<file path="src/rtl/rng_buffer.sv">
// Random-word FIFO fed by full generator words or four packed nibbles; head is fall-through, valid the edge after a push.
// No upstream backpressure: a push into a full FIFO without a same-cycle pop is dropped and counted.
module rng_buffer #(
  parameter int DEPTH = 8,
  parameter int WIDTH = 16
) (
  input  logic                       clock,
  input  logic                       nreset,
  input  logic [WIDTH-1:0]           rng_in,
  input  logic [3:0]                 rng_nibble,
  input  logic                       sample_en,
  input  logic                       pack_mode,
  input  logic                       clear,
  output logic [WIDTH-1:0]           dout,
  output logic                       dout_valid,
  input  logic                       dout_ready,
  output logic [$clog2(DEPTH):0]     count,
  output logic                       full,
  output logic                       empty,
  output logic                       overflow,
  output logic [7:0]                 drop_count
);

  localparam int AW = $clog2(DEPTH);
  localparam int CW = AW + 1;

  logic [WIDTH-1:0] mem [DEPTH];
  logic [AW-1:0]    rd_ptr, wr_ptr;
  logic [CW-1:0]    cnt;
  logic [1:0]       idx, idx_eff, idx_nxt;
  logic [11:0]      part, part_eff, part_nxt;
  logic             mode_q, mode_chg;
  logic             push_req, push_ok, pop, drop;
  logic [WIDTH-1:0] push_dat;

  assign count      = cnt;
  assign empty      = (cnt == '0);
  assign full       = (cnt == CW'(DEPTH));
  assign dout_valid = !empty;
  assign dout       = mem[rd_ptr];

  // A mode flip abandons any partial word; this cycle's sample restarts at idx 0.
  always_comb begin
    mode_chg = (pack_mode != mode_q);
    idx_eff  = mode_chg ? 2'd0 : idx;
    part_eff = mode_chg ? 12'd0 : part;
    idx_nxt  = idx_eff;
    part_nxt = part_eff;
    push_req = 1'b0;
    push_dat = rng_in;
    if (sample_en) begin
      if (!pack_mode) begin
        push_req = 1'b1;
      end else if (idx_eff == 2'd3) begin
        push_req = 1'b1;
        push_dat = WIDTH'({rng_nibble, part_eff});
        idx_nxt  = 2'd0;
        part_nxt = 12'd0;
      end else begin
        idx_nxt  = idx_eff + 2'd1;
        part_nxt = part_eff | (12'(rng_nibble) << {idx_eff, 2'b00});
      end
    end
    pop     = !empty && dout_ready;
    push_ok = push_req && (!full || pop);
    drop    = push_req && !push_ok;
  end

  always_ff @(posedge clock or negedge nreset) begin
    if (!nreset) begin
      rd_ptr     <= '0;
      wr_ptr     <= '0;
      cnt        <= '0;
      idx        <= 2'd0;
      part       <= 12'd0;
      mode_q     <= 1'b0;
      overflow   <= 1'b0;
      drop_count <= 8'd0;
    end else if (clear) begin
      rd_ptr     <= '0;
      wr_ptr     <= '0;
      cnt        <= '0;
      idx        <= 2'd0;
      part       <= 12'd0;
      mode_q     <= pack_mode;
      overflow   <= 1'b0;
      drop_count <= 8'd0;
    end else begin
      mode_q <= pack_mode;
      idx    <= idx_nxt;
      part   <= part_nxt;
      if (pop)     rd_ptr <= rd_ptr + AW'(1);
      if (push_ok) wr_ptr <= wr_ptr + AW'(1);
      if (push_ok && !pop)      cnt <= cnt + CW'(1);
      else if (!push_ok && pop) cnt <= cnt - CW'(1);
      if (drop) begin
        overflow <= 1'b1;
        if (drop_count != 8'hFF) drop_count <= drop_count + 8'd1;
      end
    end
  end

  // Storage is not reset; when full with a pop, the tail slot is the head being read out.
  always_ff @(posedge clock) begin
    if (push_ok && !clear) mem[wr_ptr] <= push_dat;
  end

endmodule

</file>
<file path="config.mk">
export PLATFORM = sky130hd
export DESIGN_NAME = rng_buffer
export DESIGN_NICKNAME = d
export VERILOG_FILES = /design/src/rtl/rng_buffer.sv
export SDC_FILE = /design/constraint.sdc
export NUM_CORES = 1
export LEC_CHECK = 0
export BUFFER_PORTS_ARGS = -buffer_cell sky130_fd_sc_hd__buf_2
export CAP_MARGIN = 10
export CORE_MARGIN = 5
export CORE_UTILIZATION = 55
export DETAILED_ROUTE_END_ITERATION = 7
export HOLD_SLACK_MARGIN = 0.12
export PLACE_DENSITY = 0.79
export SYNTH_ARGS = -nofsm -noshare
export SYNTH_HDL_FRONTEND = slang
export SYNTH_SLANG_ARGS = --single-unit
export TNS_END_PERCENT = 50
</file>
<file path="constraint.sdc">
create_clock -name clock -period 4 [get_ports clock]
set_input_delay 0.6 -clock clock [delete_from_list [all_inputs] [get_ports clock]]
set_output_delay 0.6 -clock clock [all_outputs]
set_load 0.1 [all_outputs]
</file>
==> flow_metrics.env, run 1 <==
export IMPL_run_status="finished, final reports clean"
export IMPL_ant_nets=0
export IMPL_top_signal_layer_used="met4"
export IMPL_tritoncts_num_sinks=162
export IMPL_met3_wirelength_um=690
export IMPL_skew_ns=0.00884
export IMPL_grt_start_max_net_pins=35
export IMPL_holdCritPathClass="in -> async"
export IMPL_route_detailed_drc=0
export IMPL_top_level_ports=58
export IMPL_syn_area_per_cell_um2=15.9
export IMPL_synth_area_um2=6810
export IMPL_via_count=4041
export IMPL_io_buffers=57
export IMPL_first_pass_grt_wire_length_um=22900
export IMPL_syn_num_nets=461
export IMPL_postCtsHoldBufs=0
export IMPL_cp_buffers_inverters=2
export IMPL_p_per_area_nw_per_um2=604
export IMPL_routed_wire_length_per_instance_um=21.1
export IMPL_cts_resized_gates=0
export IMPL_final_layout_size_suffix_gt1_share_pct=29.8
export IMPL_rsz_0062_raised_after_global_routing="no"
export IMPL_fp_row_count=40
export IMPL_grt_pass1_vias=4214
export IMPL_synth_seq_area_share_pct=69.0
export IMPL_setup_worst_path_start_class="flip-flop"
export IMPL_weighted_congestion_reported_at_the_end_of_routability_driven_placement=0.901
export IMPL_layout_cells_non_filler=671
export IMPL_synth_enable_flop_cells=128
export IMPL_htree_num_levels=4
export IMPL_fmaxAchievable_mhz=303
export IMPL_worst_setup_path_end_kind="output port"
export IMPL_clkLatencyLatePin_ns=0.42
export IMPL_drv_cap=0
export IMPL_final_hold_violating_endpoints=0
export IMPL_ys_flop_type="sky130_fd_sc_hd__edfxtp_1"
export IMPL_layout_commonest_cell="sky130_fd_sc_hd__edfxtp_1"
export IMPL_synth_seq_cells=162
export IMPL_die_width_um=121
export IMPL_initial_utilization_pct=56.4
export IMPL_critical_path_cell_chain="buf_4, mux4_2, mux2_2, buf_2"
export IMPL_grt_ovfl_total=0
export IMPL_placed_cells=643
export IMPL_timing_worst_setup_path_type="reg -> out"
export IMPL_timing_worst_slew_pin_value_ns=0.948
export IMPL_critical_path_startpoint="rd_ptr[0]"
export IMPL_post_cts_repair_setup_buffers=0
export IMPL_place_hpwl_um=8820
export IMPL_synth_cells=428
export IMPL_worst_hold_slack_across_all_endpoints_ns=0.262
export IMPL_diodes_inserted=0
export IMPL_path_max_fanout=21
export IMPL_path_clk_slew_ns=0.06
export IMPL_worstPathArrival_ns=2.70
export IMPL_layout_overhead_on_the_synthesized_area_pct=15.3
export IMPL_met1_wire_length_um=5990
export IMPL_final_setup_violating_endpoints=0
export IMPL_clock_root_buffer="sky130_fd_sc_hd__clkbuf_16"
export IMPL_tritoncts_buffers=17
export IMPL_fp_coreArea_um2=12100
export IMPL_die_h_um=121
export IMPL_timing_final_crit_period_ns=3.30
export IMPL_synth_cell_type_count=46
export IMPL_fin_tns_setup_ns=0
export IMPL_timing_max_transition_violations_final=0
export IMPL_met2RoutedLength_um=7240
export IMPL_most_frequent_cells_in_the_layout="sky130_fd_sc_hd__edfxtp_1, sky130_fd_sc_hd__buf_2, sky130_fd_sc_hd__nand2_1, sky130_fd_sc_hd__dfrtp_1, sky130_fd_sc_hd__mux4_2"
export IMPL_drt_iter0_markers=407
export IMPL_grt_antenna_before_repair=0
export IMPL_reg2reg_setup_slack_ns=0.94
export IMPL_vias_per_cell=6.02
export IMPL_tritoncts="built"
export IMPL_totalWireLength_um=14200
export IMPL_grt_util_all_layers_pct=21.1
export IMPL_data_required_time_of_the_critical_path_ns=3.40
export IMPL_yosys_warnings=0
export IMPL_drt_pre_antenna_iters=5
export IMPL_power_leakage_nw=2.80
export IMPL_critPathMaxStageDelay_ns=0.80
export IMPL_fp_dieArea_um2=14700
export IMPL_slew_limit_headroom_pct=36.1
export IMPL_post_layout_nets=527
export IMPL_post_route_period_util_pct=82.4
export IMPL_rr_startpoint="mode_q"
export IMPL_slowest_stage_cell_cp="sky130_fd_sc_hd__dfrtp_2"
export IMPL_asyncSetResetFlopFracSynth_pct=21.0
export IMPL_max_clock_path_buffers=2
export IMPL_cpLargestDelayFamily="multiplexers"
export IMPL_vdd_ir_drop_worst_mv=0.610
## logic make-up after synthesis
group                      Yosys count  synth area share (%)
xor gates and xnor gates             6                 0.772
DFF                                162                  69.0
buffers and inverters               33                  1.86
adders and majority gates            7                  1.40
and+or+nand+nor                    105                  7.24
muxes                               55                  14.4
AOI/OAI and AO/OA                   60                  5.42
## registers in the layout, indices dropped and copies added, names as in the netlist
name and cells:
rd_ptr 3, overflow 1, mode_q 1, mem 128, drop_count 8, part 12, idx 2, count 4
wr_ptr 3
## layout make-up
type	instances	area (um2)
clock inverters	9	93.8
multi-input cells	233	2000
inverters	10	37.5
well taps	168	210
flip-flops and latches	162	4700
fillers	844	4210
repair buffers	70	383
clock buffers	19	433
## synthesized netlist by cell type, types with 4 or more instances
| library cell | instances | share of area [%] |
|---|---|---|
| sky130_fd_sc_hd__a21oi_1 | 23 | 1.7 |
| sky130_fd_sc_hd__clkbuf_1 | 16 | 0.88 |
| sky130_fd_sc_hd__o21ai_0 | 16 | 1.2 |
| sky130_fd_sc_hd__buf_1 | 5 | 0.28 |
| sky130_fd_sc_hd__nor3_1 | 8 | 0.59 |
| sky130_fd_sc_hd__mux2_2 | 21 | 3.5 |
| sky130_fd_sc_hd__nor2_1 | 18 | 0.99 |
| sky130_fd_sc_hd__ha_1 | 6 | 1.1 |
| sky130_fd_sc_hd__edfxtp_1 | 128 | 56 |
| sky130_fd_sc_hd__o31ai_1 | 4 | 0.44 |
| sky130_fd_sc_hd__nand3_1 | 7 | 0.51 |
| sky130_fd_sc_hd__dfrtp_1 | 34 | 12 |
| sky130_fd_sc_hd__inv_1 | 10 | 0.55 |
| sky130_fd_sc_hd__nand2b_1 | 4 | 0.37 |
| sky130_fd_sc_hd__nand2_1 | 48 | 2.6 |
| sky130_fd_sc_hd__mux4_2 | 32 | 11 |
| sky130_fd_sc_hd__xor2_1 | 4 | 0.51 |
## per-layer routing
metal | track usage (%) | vias to the layer above
met5 | 0 | -
met2 | 34.7 | 138
li1 | - | 1792
met1 | 27.9 | 2089
met4 | 8.33 | 0
met3 | 4.24 | 22
## path summary, 6_finish.rpt
kind                              to  cells past startpoint
max                         dout[10]                      4
min                         overflow                      1
max reg2reg                 count[3]                     10
min reg2reg                  part[7]                      2
max in group asynchronous  rd_ptr[0]                      1
min in group clock            mode_q                      1
## stage by stage
step	worst slack, ns	area [um2]	power, mW	utilization [%]
2_1_floorplan	0.0386	6810	3.07	-
3_3_place_gp	0.946	7320	3.28	60.7
3_5_place_dp	0.675	7320	3.30	60.7
4_1_cts	0.634	7850	4.76	65.1
5_1_grt	0.524	7850	4.92	65.1
6_report	0.703	7850	4.74	65.1
## report_power, final
part	switching (mW)	internal [mW]	leakage, nW
registers	0.0887	1.86	1.62
clock network	0.586	0.893	0.257
logic	0.961	0.352	0.931
Power figures use the tool's default switching activity.
==> run 2: changes to the inputs <==
--- a/config.mk
+++ b/config.mk
@@ -5,6 +5,7 @@
 export SDC_FILE = /design/constraint.sdc
 export NUM_CORES = 1
 export LEC_CHECK = 0
+export ABC_AREA = 1
 export BUFFER_PORTS_ARGS = -buffer_cell sky130_fd_sc_hd__buf_2
 export CAP_MARGIN = 10
 export CORE_MARGIN = 5
==> constraint.sdc (replaced) <==
create_clock -name clock -period 3.4 [get_ports clock]
set_input_delay 0.51 -clock clock [delete_from_list [all_inputs] [get_ports clock]]
set_output_delay 0.51 -clock clock [all_outputs]
set_load 0.1 [all_outputs]
==> run 2 against run 1 <==
Via count increased by 23%. Critical path depth increased by 4. First-iteration DRC count increased by 26%. Sequential power increased by 15%. Largest power group unchanged. Critical path type unchanged. Sequential cell count unchanged. Routed wire length increased by 6.4%. Largest cell class unchanged. Synthesized cell count increased by 57%. Core utilization decreased by 0.72 points.
==> flow_metrics.env, run 2 <==
export IMPL_run_status="finished, final reports clean"
export IMPL_p_per_area_nw_per_um2=736
export IMPL_netlist_top_cells_count="sky130_fd_sc_hd__nand2_1, sky130_fd_sc_hd__edfxtp_1, sky130_fd_sc_hd__nor2_1"
export IMPL_max_clock_path_buffers=2
export IMPL_io_buffers=57
export IMPL_totalWireLength_um=15100
export IMPL_holdCritPathClass="in -> async"
export IMPL_initial_utilization_pct=56.2
export IMPL_largest_registers="mem: 128 flops, part: 12 flops, drop_count: 8 flops"
export IMPL_tritoncts_num_sinks=162
export IMPL_timing_max_transition_violations_final=0
export IMPL_grt_start_max_net_pins=67
export IMPL_yosys_warnings=0
export IMPL_cell_taking_the_most_area_after_synthesis="sky130_fd_sc_hd__edfxtp_1"
export IMPL_synth_cells=674
export IMPL_route_detailed_drc=0
export IMPL_routed_wire_length_per_instance_um=16.4
export IMPL_grt_antenna_before_repair=0
export IMPL_grt_util_all_layers_pct=21.6
export IMPL_post_route_worst_setup_slack_ns=0.410
export IMPL_fraction_of_the_mapped_netlist_area_in_compound_gates_pct=8.89
export IMPL_drv_cap=0
export IMPL_final_setup_violating_endpoints=0
export IMPL_synth_most_common_cell="sky130_fd_sc_hd__nand2_1"
export IMPL_clkLatencyLatePin_ns=0.42
export IMPL_timing_worst_slew_pin_value_ns=0.765
export IMPL_post_cts_repair_setup_buffers=0
export IMPL_ys_flop_type="sky130_fd_sc_hd__edfxtp_1"
export IMPL_met3_wirelength_um=1050
export IMPL_total_power_mw=5.98
export IMPL_worst_setup_path_end_kind="output port"
export IMPL_final_hold_violating_endpoints=0
export IMPL_syn_area_per_cell_um2=10.5
export IMPL_first_pass_grt_wire_length_um=24800
export IMPL_tritoncts="built"
export IMPL_grt_pass1_vias=4978
export IMPL_fin_area_um2=8120
export IMPL_synth_top_family_by_area="simple AND/OR/NAND/NOR gates"
export IMPL_clock_root_buffer="sky130_fd_sc_hd__clkbuf_16"
export IMPL_top_level_ports=58
export IMPL_cts_resized_gates=0
export IMPL_synth_top_cell_area_share_pct=54.2
export IMPL_most_frequent_cells_in_the_layout="sky130_fd_sc_hd__nand2_1, sky130_fd_sc_hd__edfxtp_1, sky130_fd_sc_hd__nor2_1, sky130_fd_sc_hd__o21ai_0, sky130_fd_sc_hd__buf_2"
export IMPL_vias_per_cell=5.40
export IMPL_path_clk_slew_ns=0.06
export IMPL_synth_enable_flop_cells=128
export IMPL_fmaxAchievable_mhz=334
export IMPL_synth_area_top_cells="sky130_fd_sc_hd__edfxtp_1, sky130_fd_sc_hd__dfrtp_1, sky130_fd_sc_hd__nand2_1"
export IMPL_fp_row_count=41
export IMPL_fin_tns_setup_ns=0
export IMPL_fp_dieArea_um2=15300
export IMPL_met1_wire_length_um=6580
export IMPL_synth_area_um2=7090
export IMPL_syn_num_nets=707
export IMPL_multiplexer_area_fraction_after_synthesis_pct=2.26
export IMPL_nFillCells=1011
export IMPL_rsz_0062_raised_after_global_routing="no"
export IMPL_timing_final_crit_period_ns=2.99
export IMPL_top_signal_layer_used="met4"
export IMPL_layout_commonest_cell="sky130_fd_sc_hd__nand2_1"
export IMPL_place_hpwl_um=9540
export IMPL_die_h_um=124
export IMPL_postCtsHoldBufs=0
export IMPL_skew_ns=0.00675
export IMPL_synth_cell_type_count=30
export IMPL_synth_seq_cells=162
export IMPL_asyncSetResetFlopFracSynth_pct=21.0
export IMPL_synth_seq_area_share_pct=66.2
export IMPL_die_width_um=124
export IMPL_drt_pre_antenna_iters=6
export IMPL_vdd_ir_drop_worst_mv=1.54
export IMPL_synth_simple_area_share_pct=16.5
export IMPL_weighted_congestion_reported_at_the_end_of_routability_driven_placement=1.05
export IMPL_worstPathArrival_ns=2.48
export IMPL_setup_worst_path_start_class="flip-flop"
export IMPL_via_count=4963
export IMPL_layout_overhead_on_the_synthesized_area_pct=14.5
export IMPL_post_layout_nets=767
export IMPL_diodes_inserted=0
export IMPL_power_leakage_nw=3.28
export IMPL_number_of_flip_flops_in_the_largest_register=128
export IMPL_post_route_period_util_pct=87.9
export IMPL_synth_adder_area_share_pct=1.34
export IMPL_post_place_ws_ns=0.369
export IMPL_met2RoutedLength_um=7180
export IMPL_ant_nets=0
export IMPL_drt_iter0_markers=512
export IMPL_grt_ovfl_total=0
export IMPL_tritoncts_buffers=17
export IMPL_fp_coreArea_um2=12600
export IMPL_slew_limit_headroom_pct=49.0
export IMPL_max_flop_register="mem"
export IMPL_yosys_area_share_xor_xnor_pct=0.617
export IMPL_final_layout_size_suffix_gt1_share_pct=16.9
export IMPL_path_max_fanout=65
export IMPL_timing_worst_setup_path_type="reg -> out"
export IMPL_htree_num_levels=4
export IMPL_placedInstanceArea_um2=7560
export IMPL_data_required_time_of_the_critical_path_ns=2.89
run 2: changes by cell type in the layout (fill, tap and decap cells not counted), sizes merged, moves of 21 or more:
cell / previous run / this run
mux4: 32 / 0
nand2: 48 / 148
inv: 10 / 58
nor2: 18 / 112
o21ai: 16 / 82
mux2: 21 / 0
run 2: final timing paths:
| path | from | endpoint | slack (ns) | cells after the start |
|---|---|---|---|---|
| max reg2reg | mode_q | count[3] | 0.68 | 18 |
| max | rd_ptr[0] | dout[13] | 0.41 | 8 |
| min | nreset | overflow | 0.16 | 1 |
| min in group clock | pack_mode | mode_q | 0.29 | 1 |
| min reg2reg | overflow | overflow | 0.51 | 2 |
| max in group asynchronous | nreset | rd_ptr[0] | 2.72 | 1 |
run 2: per-layer routing:
| layer | global-route usage (%) | up-vias |
|---|---|---|
| li1 | - | 2421 |
| met1 | 29.7 | 2310 |
| met2 | 34.1 | 204 |
| met3 | 4.72 | 28 |
| met4 | 8.03 | 0 |
| met5 | 0 | - |
run 2: layout make-up:
type	count	area [um2]	area share, %
clock inverters	15	134	1.65
multi-input cells	437	2100	25.9
flip-flops and latches	162	4700	57.8
clock buffers	17	425	5.24
inverters	47	176	2.17
repair buffers	69	375	4.62
well taps	172	215	2.65
run 2: power breakdown:
group	total, mW	switching, mW	internal (mW)	leakage (nW)
combinational	1.94	1.57	0.370	1.39
clock	1.80	0.832	0.970	0.277
sequential	2.24	0.0436	2.19	1.62
total	5.98	2.45	3.53	3.28
run 2: stage by stage:
stage	utilization, %	cells	hold slack, ns
after global routing	64.4	919	0.222
after CTS	64.4	919	0.184
after detailed placement	59.9	887	0.490
after global placement	59.9	887	0.486
after floorplan	-	674	0.214
final	64.4	919	0.157
run 2: kinds of logic (layout without fill, tap and decap cells):
| group | count (synthesis) | count (layout) |
|---|---|---|
| xor gates and xnor gates | 5 | 5 |
| DFF | 162 | 162 |
| adders and majority gates | 7 | 7 |
| AOI/OAI and AO/OA | 120 | 120 |
| buffers and inverters | 75 | 148 |
| muxes | 16 | 16 |
| and+or+nand+nor | 289 | 289 |
run 2: worst max-delay path, cell delays in order (launching register included):
cell and delay (ns):
sky130_fd_sc_hd__dfrtp_2 0.35, sky130_fd_sc_hd__buf_4 0.58, sky130_fd_sc_hd__nor2_1 0.11, sky130_fd_sc_hd__nor2_1 0.13, sky130_fd_sc_hd__o21ai_0 0.11, sky130_fd_sc_hd__o21ai_0 0.13, sky130_fd_sc_hd__nand2_1 0.09, sky130_fd_sc_hd__nand2_1 0.07
sky130_fd_sc_hd__buf_2 0.42
